File: config.mk
export PLATFORM = sky130hd
export DESIGN_NAME = mux_sel_arbiter
export DESIGN_NICKNAME = d
export VERILOG_FILES = /design/src/rtl/mux_arb_pkg.sv /design/src/rtl/rr_priority_pick.sv /design/src/rtl/mux_sel_arbiter.sv
export SDC_FILE = /design/constraint.sdc
export NUM_CORES = 1
export LEC_CHECK = 0
export CORE_MARGIN = 1
export CORE_UTILIZATION = 50
export DETAILED_ROUTE_END_ITERATION = 8
export PLACE_DENSITY = 0.76
export REMOVE_ABC_BUFFERS = 1
export SETUP_SLACK_MARGIN = 0.05
export SYNTH_ARGS = -nofsm -noshare
export SYNTH_HDL_FRONTEND = slang
export SYNTH_SLANG_ARGS = --single-unit
File: constraint.sdc
create_clock -name clk -period 5.1 [get_ports clk]
set_input_delay 0.51 -clock clk [delete_from_list [all_inputs] [get_ports clk]]
set_output_delay 0.51 -clock clk [all_outputs]
set_load 0.03 [all_outputs]
File: src/rtl/mux_arb_pkg.sv
// rtl/mux_arb_pkg.sv - shared constants, FSM state type and round-robin pick helper
package mux_arb_pkg;

    localparam int N_REQ = 32;
    localparam int SEL_W = 5;

`ifdef MUX_SEL_ARBITER_TIMEOUT_EN
    // Cycles a grant may sit without ready before it is withdrawn.
    localparam int TIMEOUT = 15;
    localparam int CNT_W   = $clog2(TIMEOUT + 1);
`endif

    typedef enum logic {
        IDLE  = 1'b0,
        GRANT = 1'b1
    } state_e;

    typedef struct packed {
        logic             found;
        logic [SEL_W-1:0] idx;
    } pick_t;

    // Rotate so that ptr lands at bit 0, find the lowest set bit, then add
    // ptr back; the 5-bit add wraps 31 -> 0 on its own.
    function automatic pick_t rr_pick(input logic [N_REQ-1:0] req,
                                      input logic [SEL_W-1:0] ptr);
        logic [2*N_REQ-1:0] dbl;
        logic [N_REQ-1:0]   rot;
        pick_t              r;
        dbl     = {req, req} >> ptr;
        rot     = dbl[N_REQ-1:0];
        r.found = |rot;
        r.idx   = '0;
        for (int i = N_REQ - 1; i >= 0; i--) begin
            if (rot[i]) begin
                r.idx = SEL_W'(i);
            end
        end
        r.idx = r.idx + ptr;
        return r;
    endfunction

endpackage

File: src/rtl/rr_priority_pick.sv
// rtl/rr_priority_pick.sv - combinational round-robin find-first-set from a pointer
module rr_priority_pick
    import mux_arb_pkg::*;
(
    input  logic [N_REQ-1:0] req_i,
    input  logic [SEL_W-1:0] ptr_i,
    output logic [SEL_W-1:0] idx_o,
    output logic             found_o
);

    pick_t pick;

    // Rotate / find-first-set / un-rotate, all inside the shared helper.
    always_comb begin
        pick    = rr_pick(req_i, ptr_i);
        idx_o   = pick.idx;
        found_o = pick.found;
    end

endmodule

File: src/rtl/mux_sel_arbiter.sv
// rtl/mux_sel_arbiter.sv - round-robin arbiter driving a shared 32:1 mux select; optional grant timeout via MUX_SEL_ARBITER_TIMEOUT_EN
module mux_sel_arbiter
    import mux_arb_pkg::*;
(
    input  logic             clk,
    input  logic             rst_n,
    input  logic [N_REQ-1:0] req_i,
    output logic [SEL_W-1:0] sel_o,
    output logic             gnt_valid_o,
    input  logic             gnt_ready_i,
    output logic [N_REQ-1:0] gnt_onehot_o,
    input  logic             mux_y_i,
    output logic             data_o,
    output logic             data_valid_o,
`ifdef MUX_SEL_ARBITER_TIMEOUT_EN
    output logic             timeout_o,
`endif
    output logic             busy_o
);

    state_e           state_q, state_d;
    logic [SEL_W-1:0] rr_ptr_q, rr_ptr_d;
    logic [SEL_W-1:0] sel_q, sel_d;
    logic             data_q, data_d;
    logic             data_valid_q, data_valid_d;

    logic [SEL_W-1:0] pick_idx;
    logic             pick_found;
    logic             handshake;
    logic             timeout_fire;

    rr_priority_pick u_pick (
        .req_i   (req_i),
        .ptr_i   (rr_ptr_q),
        .idx_o   (pick_idx),
        .found_o (pick_found)
    );

    // A handshake only counts while the grant is actually presented.
    always_comb begin
        handshake = (state_q == GRANT) && gnt_ready_i;
    end

`ifdef MUX_SEL_ARBITER_TIMEOUT_EN
    logic [CNT_W-1:0] wait_cnt_q, wait_cnt_d;
    logic             timeout_q;

    // Withdraw on the TIMEOUT-th stalled GRANT cycle; a same-cycle ready wins.
    always_comb begin
        timeout_fire = (state_q == GRANT) && !gnt_ready_i &&
                       (wait_cnt_q == CNT_W'(TIMEOUT - 1));
        wait_cnt_d   = wait_cnt_q;
        if (state_q != GRANT || timeout_fire) begin
            wait_cnt_d = '0;
        end else if (!gnt_ready_i) begin
            wait_cnt_d = wait_cnt_q + CNT_W'(1);
        end
    end

    // Stall counter and the one-cycle timeout pulse.
    always_ff @(posedge clk or negedge rst_n) begin
        if (!rst_n) begin
            wait_cnt_q <= '0;
            timeout_q  <= 1'b0;
        end else begin
            wait_cnt_q <= wait_cnt_d;
            timeout_q  <= timeout_fire;
        end
    end

    assign timeout_o = timeout_q;
`else
    assign timeout_fire = 1'b0;
`endif

    // State register.
    always_ff @(posedge clk or negedge rst_n) begin
        if (!rst_n) begin
            state_q <= IDLE;
        end else begin
            state_q <= state_d;
        end
    end

    // Next state: IDLE grants on any request; GRANT leaves on accept or withdrawal.
    always_comb begin
        state_d = state_q;
        case (state_q)
            IDLE:    if (pick_found) state_d = GRANT;
            GRANT:   if (handshake || timeout_fire) state_d = IDLE;
            default: state_d = IDLE;
        endcase
    end

    // Datapath next values: latch winner in IDLE, capture data and advance pointer on exit.
    always_comb begin
        rr_ptr_d     = rr_ptr_q;
        sel_d        = sel_q;
        data_d       = data_q;
        data_valid_d = 1'b0;
        if (state_q == IDLE && pick_found) begin
            sel_d = pick_idx;
        end
        if (handshake) begin
            data_d       = mux_y_i;
            data_valid_d = 1'b1;
            rr_ptr_d     = sel_q + SEL_W'(1);
        end else if (timeout_fire) begin
            rr_ptr_d     = sel_q + SEL_W'(1);
        end
    end

    // Datapath registers.
    always_ff @(posedge clk or negedge rst_n) begin
        if (!rst_n) begin
            rr_ptr_q     <= '0;
            sel_q        <= '0;
            data_q       <= 1'b0;
            data_valid_q <= 1'b0;
        end else begin
            rr_ptr_q     <= rr_ptr_d;
            sel_q        <= sel_d;
            data_q       <= data_d;
            data_valid_q <= data_valid_d;
        end
    end

    // Outputs decoded from the registered state and winner.
    always_comb begin
        gnt_valid_o  = (state_q == GRANT);
        busy_o       = (state_q == GRANT);
        gnt_onehot_o = (state_q == GRANT) ? (N_REQ'(1) << sel_q) : '0;
        sel_o        = sel_q;
        data_o       = data_q;
        data_valid_o = data_valid_q;
    end

endmodule

# Word level (Yosys, flattened, before mapping)

Index checks and enable logic that the tools add are counted.

Flip-flop bits (word level): 13
Input port bits: 36
Output and inout bits: 41
Word-level logic and storage cells: 50

Add/sub/neg operators: 2
Shift-type cells: 2
Multiplexer cells: 37
Bitwise operators: 1
Reductions and logical operators: 3

Operators with widths:

| operator                                         | count |
|---|---|
| two-way mux 5 bit                                | 32 |
| >> shifter 64 x 5 -> 32 bit                      | 1 |
| two-way mux 32 bit                               | 1 |
| OR reduction 32 bit                              | 1 |
| left shift 1 x 5 -> 32 bit, first input constant | 1 |
| adder 5 x 1 -> 5 bit, second input constant      | 1 |
| adder 5 bit                                      | 1 |
| two-way mux 1 bit                                | 3 |
| logical AND 1 bit                                | 2 |
| case mux 1 bit (2 select lines)                  | 1 |
| NOT 1 bit                                        | 1 |

# Depth between registers and ports, before layout

Gate-level depths: netlist (run 1).

Depth after elaboration: 34
Gate-level depth with buffers: 21
Gate-level depth less buffers: 17

# By module

Synthesis (run 1) repeated with hierarchy kept, for this count alone.

Cells, all modules: 464
Area total of the unflattened synthesis: 4883.4 um^2

Modules (own cells, without submodules):

| module           | instances | cells an instance | area an instance (um^2) | seq. area each (um^2) |
|---|---|---|---|---|
| rr_priority_pick | 1         | 360               | 4015.1                  | 0.0 |
| mux_sel_arbiter  | 1         | 104               | 868.3                   | 325.3 |

# Least setup slack after synthesis (run 1)

OpenSTA, ideal clock, no wires.

Kind: register to register
From: reg rr_ptr_q[0]
To: reg sel_q[4] (netlist: sel_o[4])
Setup time: 123 ps
Data arrival time: 4291 ps
Data required time: 4977 ps
Slack: 687 ps
Stages on the path, launching flop included: 15
Path buffers: 1
Clock period less this slack: 4413 ps
Cell sequence: dfrtp_1 > buf_2 > mux4_2 > mux4_2 > and2_1 > a211o_1 > or3_1 > a211o_1 > a41oi_1 > ha_1 > a21o_1 > a21oi_1 > xnor2_1 > or4b_1 > o221a_2

Cells in the longest elaborated chain, start to end: 34
Elaborated cells between the ends (all ways): 36
Those cells by class: 1 x add/sub; 1 x shift; 32 x mux; 2 x reduce/logical

RTL lines:

| element                         | RTL line               | source |
|---|---|---|
| from (decl)                     | mux_sel_arbiter.sv:22  | `logic [SEL_W-1:0] rr_ptr_q, rr_ptr_d;` |
| from (signal assigned)          | mux_sel_arbiter.sv:121 | `rr_ptr_q <= rr_ptr_d;` |
| >> shifter 64 x 5 -> 32 bit     | mux_arb_pkg.sv:30      | `dbl = {req, req} >> ptr;` |
| two-way mux 5 bit (32 in a row) | mux_arb_pkg.sv:35      | `if (rot[i]) begin` |
| adder 5 bit                     | mux_arb_pkg.sv:39      | `r.idx = r.idx + ptr;` |
| to (signal assigned)            | mux_sel_arbiter.sv:122 | `sel_q <= sel_d;` |
| to (decl)                       | mux_sel_arbiter.sv:23  | `logic [SEL_W-1:0] sel_q, sel_d;` |

Several ways; a longest one is shown, not always the timed one.
A chain may end at the register's enable or synchronous reset.

# Final worst setup path (run 1)

From: in req_i[30]
To: reg sel_q[4] (netlist: sel_o[4])

Cells in the longest elaborated chain, start to end: 34
Elaborated cells between the ends (all ways): 36
Those cells by class: 1 x add/sub; 1 x shift; 32 x mux; 2 x reduce/logical

RTL lines:

| element                         | RTL line             | source |
|---|---|---|
| from (decl)                     | mux_sel_arbiter.sv:7 | `input logic [N_REQ-1:0] req_i,` |
| >> shifter 64 x 5 -> 32 bit *   | mux_arb_pkg.sv:30    |  |
| two-way mux 5 bit (32 in a row) | mux_arb_pkg.sv:35    |  |
| adder 5 bit                     | mux_arb_pkg.sv:39    |  |

Every way passes the cells marked *; elsewhere a longest branch is shown, timed or not.

==> results.toml, run 1 <==
[run_status]
status = "finished, final reports clean"

[synthesis]
synth.area.top_cells = "mux4_2, mux2i_1, dfrtp_1"
synth-main-ff-cell = "dfrtp_1"
yosys_warnings = 0
synth_top_family_by_area = "multiplexers"
netlist-cell-type-count = 69
syn_area_sq_um = 4310
synth_top_area_share_pct = 27.7
synth-simple-area-share_pct = 20.3
async_reset_ff_share_pct = 100
syn-instance-count = 486
synth_compound_area_share_pct = 19.4
synth-edff-count = 0
synth_seq_area_share_pct = 7.54
synth_fa_ha_area_share_pct = 3.36
synth_mux_area_share_pct = 42.9
synth-xor-area-share_pct = 1.02
yosysTopAreaCell = "mux4_2"
synth-seq-cells = 13
syn_avg_cell_area_sq_um = 8.88

[clocking]
cts_tree = "done"
cts_resized = 0
cts_hold_buffers = 0
h-tree-depth = 1
root_buffer = "clkbuf_8"
cts_inserted_buffers = 3
cts_buffer_depth = 2
path_clk_slew_ps = 50
worst_skew_pair.late_latency_ps = 240
post_cts_buffers = 0
clkSinkCount = 13

[critical_path]
endpoint_kind = "register"
reg2regPathDepth = 14
timing.rr.start = "rr_ptr_q[0]$_DFFE_PN0P_"
cp.required_ps = 5230
path_max_fanout = 5
slowest_stage = "mux4_2"
slowest_delay_ps = 530
reg2reg_setup_slack_ps = 290
startpoint_type = "primary input"
crit_type = "in2reg"
crit_chain = "clkdlybuf4s50_1, buf_4, mux4_2, mux4_2, mux2_2, a211o_1, or3_1, a211o_1, a41oi_1, ha_1, a21o_1, a21oi_1, xnor2_1, or4b_1, o221a_2"
crit-reg2reg-capture = "sel_o[4]$_DFFE_PN0P_"
arrival_ps = 4980

[finish]
layout.nets = 628
diodes = 0
ff_latch_area_sq_um = 333
fillCellCount = 668
design_area_sq_um = 5490
area_growth_pct = 27.2
final_cells = 685
multi_input_area_sq_um = 3760
drive_above_1_share_pct = 25.0

[min_path]
whs_endpoint = "data_o$_DFFE_PN0P_"
hold_depth = 1
min-delay-start = "data_o$_DFFE_PN0P_"
min_path_type = "reg2reg"

[timing]
hold_violations = 0
slew_violations = 0
hold_slack_ps = 510
finalSetupViolCount = 0
worst_slew_pin_slew_ps = 697
worst_slack_ps = 244
timing.setup.tns_ps = 0
rsz0062_at_grt = "false"
fin_skew_ps = 1.74
slew_headroom_pct = 53.3
fin_crit_sh_pct = 95.2
max_clock_freq_mhz = 206
fin_crit_ps = 4860

[placed_design]
place_hpwl_um = 13000
gp_congestion = 1.07
place_inst = 681
dp_slack_ps = 38.0
placed_cell_area_sq_um = 5430
numPortBuffers = 76

[global_route]
grt_use_total_pct = 37.2
antenna_found_initial = 0
grt_start_max_net_pins = 34
grt_overflow = 0
first_global_vias = 4818
grt_pass1_wl_um = 25600

[floorplan]
io_pins = 77
fp.dieH_um = 94.9
die_area_sq_um = 9000
core_area_sq_um = 8300
initial_core_util_pct = 52.0
rows = 33
fp.dieW_um = 94.9

[routing]
wl_met1_um = 6010
drtIter0Drc = 598
drt-vias-per-instance = 7.19
drc = 0
vias = 4923
ant_nets = 0
dr.pass1.iters = 5
wl_met2_um = 7460
route.met3.wl_um = 1620
wl_per_cell_um = 23.4
top_layer = "met4"
drt-total-wl_um = 16100

[power]
power_leakage_nw = 2.03
irDropWorstVdd_uv = 361
powerDensity_nw_per_um2 = 725

[run]
cap_violations = 0
## per-layer routing
layer,GRT usage (%),vias up
met4,21.2,0
met5,0,-
met3,5.39,72
li1,-,2137
met1,46.5,2366
met2,61.0,348
## registers in the layout, indices dropped and copies added, names as in the netlist
signal / cells
rr_ptr_q: 5
sel_o: 5
busy_o: 1
data_o: 1
data_valid_o: 1
## power by group
part / internal (mW) / total [mW] / switching [mW] / leakage, nW
Clock: 0.0551 / 0.0907 / 0.0356 / 0.0228
Combinational: 1.62 / 3.63 / 2.00 / 1.85
Sequential: 0.149 / 0.261 / 0.112 / 0.153
Total: 1.83 / 3.98 / 2.15 / 2.03
## cell type report
| class | instances | share of cell area [%] |
|---|---|---|
| Sequential cell | 13 | 6.07 |
| Timing Repair Buffer | 126 | 21.2 |
| Clock buffer | 4 | 0.821 |
| Multi-Input combinational cell | 422 | 68.5 |
| Inverter | 15 | 1.03 |
| Tap cell | 105 | 2.39 |
## cells in the final DEF, fill, tap and decap left out, types with 5 or more instances in the layout
cell,Yosys,layout
o22ai_1,8,8
mux4_2,53,53
clkdlybuf4s50_1,0,76
buf_4,4,48
mux2i_1,34,34
nor2_1,61,61
nand4_1,5,5
a31oi_1,5,5
or3_1,5,5
mux2_2,25,25
ha_1,10,10
nand2_1,48,48
nor3_1,15,15
a22oi_1,10,10
nand3_1,16,16
dfrtp_1,13,11
a221o_1,5,5
a211oi_1,10,10
inv_1,13,13
a211o_1,5,5
o21ai_0,9,9
a21oi_1,7,7
## worst max path at each step
stage,startpoint,to,slack (ps),cells past startpoint
final,req_i[30],sel_o[4]$_DFFE_PN0P_,240,15
after global routing,req_i[20],sel_o[4]$_DFFE_PN0P_,50,16
after CTS,rr_ptr_q[0]$_DFFE_PN0P_,sel_o[4]$_DFFE_PN0P_,240,14
after detailed placement,req_i[30],sel_o[4]$_DFFE_PN0P_,40,15
after global placement,req_i[28],sel_o[4]$_DFFE_PN0P_,120,14
after floorplan,rr_ptr_q[0]$_DFFE_PN0P_,sel_o[4]$_DFFE_PN0P_,-900,13
## critical path: cells and delay by family
| family | cells | cell delay, ps |
|---|---|---|
| compound gates | 6 | 1250 |
| xor+xnor | 1 | 90 |
| fa+ha+maj | 1 | 280 |
| buf+inv | 2 | 670 |
| mux | 3 | 1340 |
| simple gates | 2 | 840 |
## Yosys cell counts (all sizes together) (3+ instances only)
master  number
a211o        5
ha          10
clkbuf      16
and3         3
buf         20
a222oi       4
a221oi       4
o21ai        9
nor2b        4
o221ai       3
xor2         3
nand2b       4
a22oi       10
o22ai        8
mux2i       34
or2          3
nor3b        3
nand3       16
mux4        53
dfrtp       13
nor2        61
nor3        15
nand2       48
inv         13
o22a         3
or3          5
mux2        28
a22o         3
a31o         3
o31ai        3
a31oi        5
a221o        5
nand4        5
a21oi        8
a211oi      10
nand3b       4
and2         4
o21a         4
## logic make-up after synthesis
family          count (synthesis)
buf+inv                        51
flops                          13
compound gates                108
fa+ha+maj                      11
xor+xnor                        5
simple gates                  183
mux                           115
## metrics by stage
step                      total power, mW  util (%)
after detailed placement             3.76      65.4
final                                3.98      66.1
after global routing                 4.24      66.1
after global placement               3.70      65.4
after CTS                            3.87      66.0
after floorplan                      2.63         -
Note: power is estimated with default switching activity, not from simulation.
==> run 2: changes to the inputs <==
Settings changed: CTS_CLUSTER_DIAMETER from default to 40.
==> results of run 2 <==
Same layout as run 1: the final DEF is identical, and so are final timing and power.
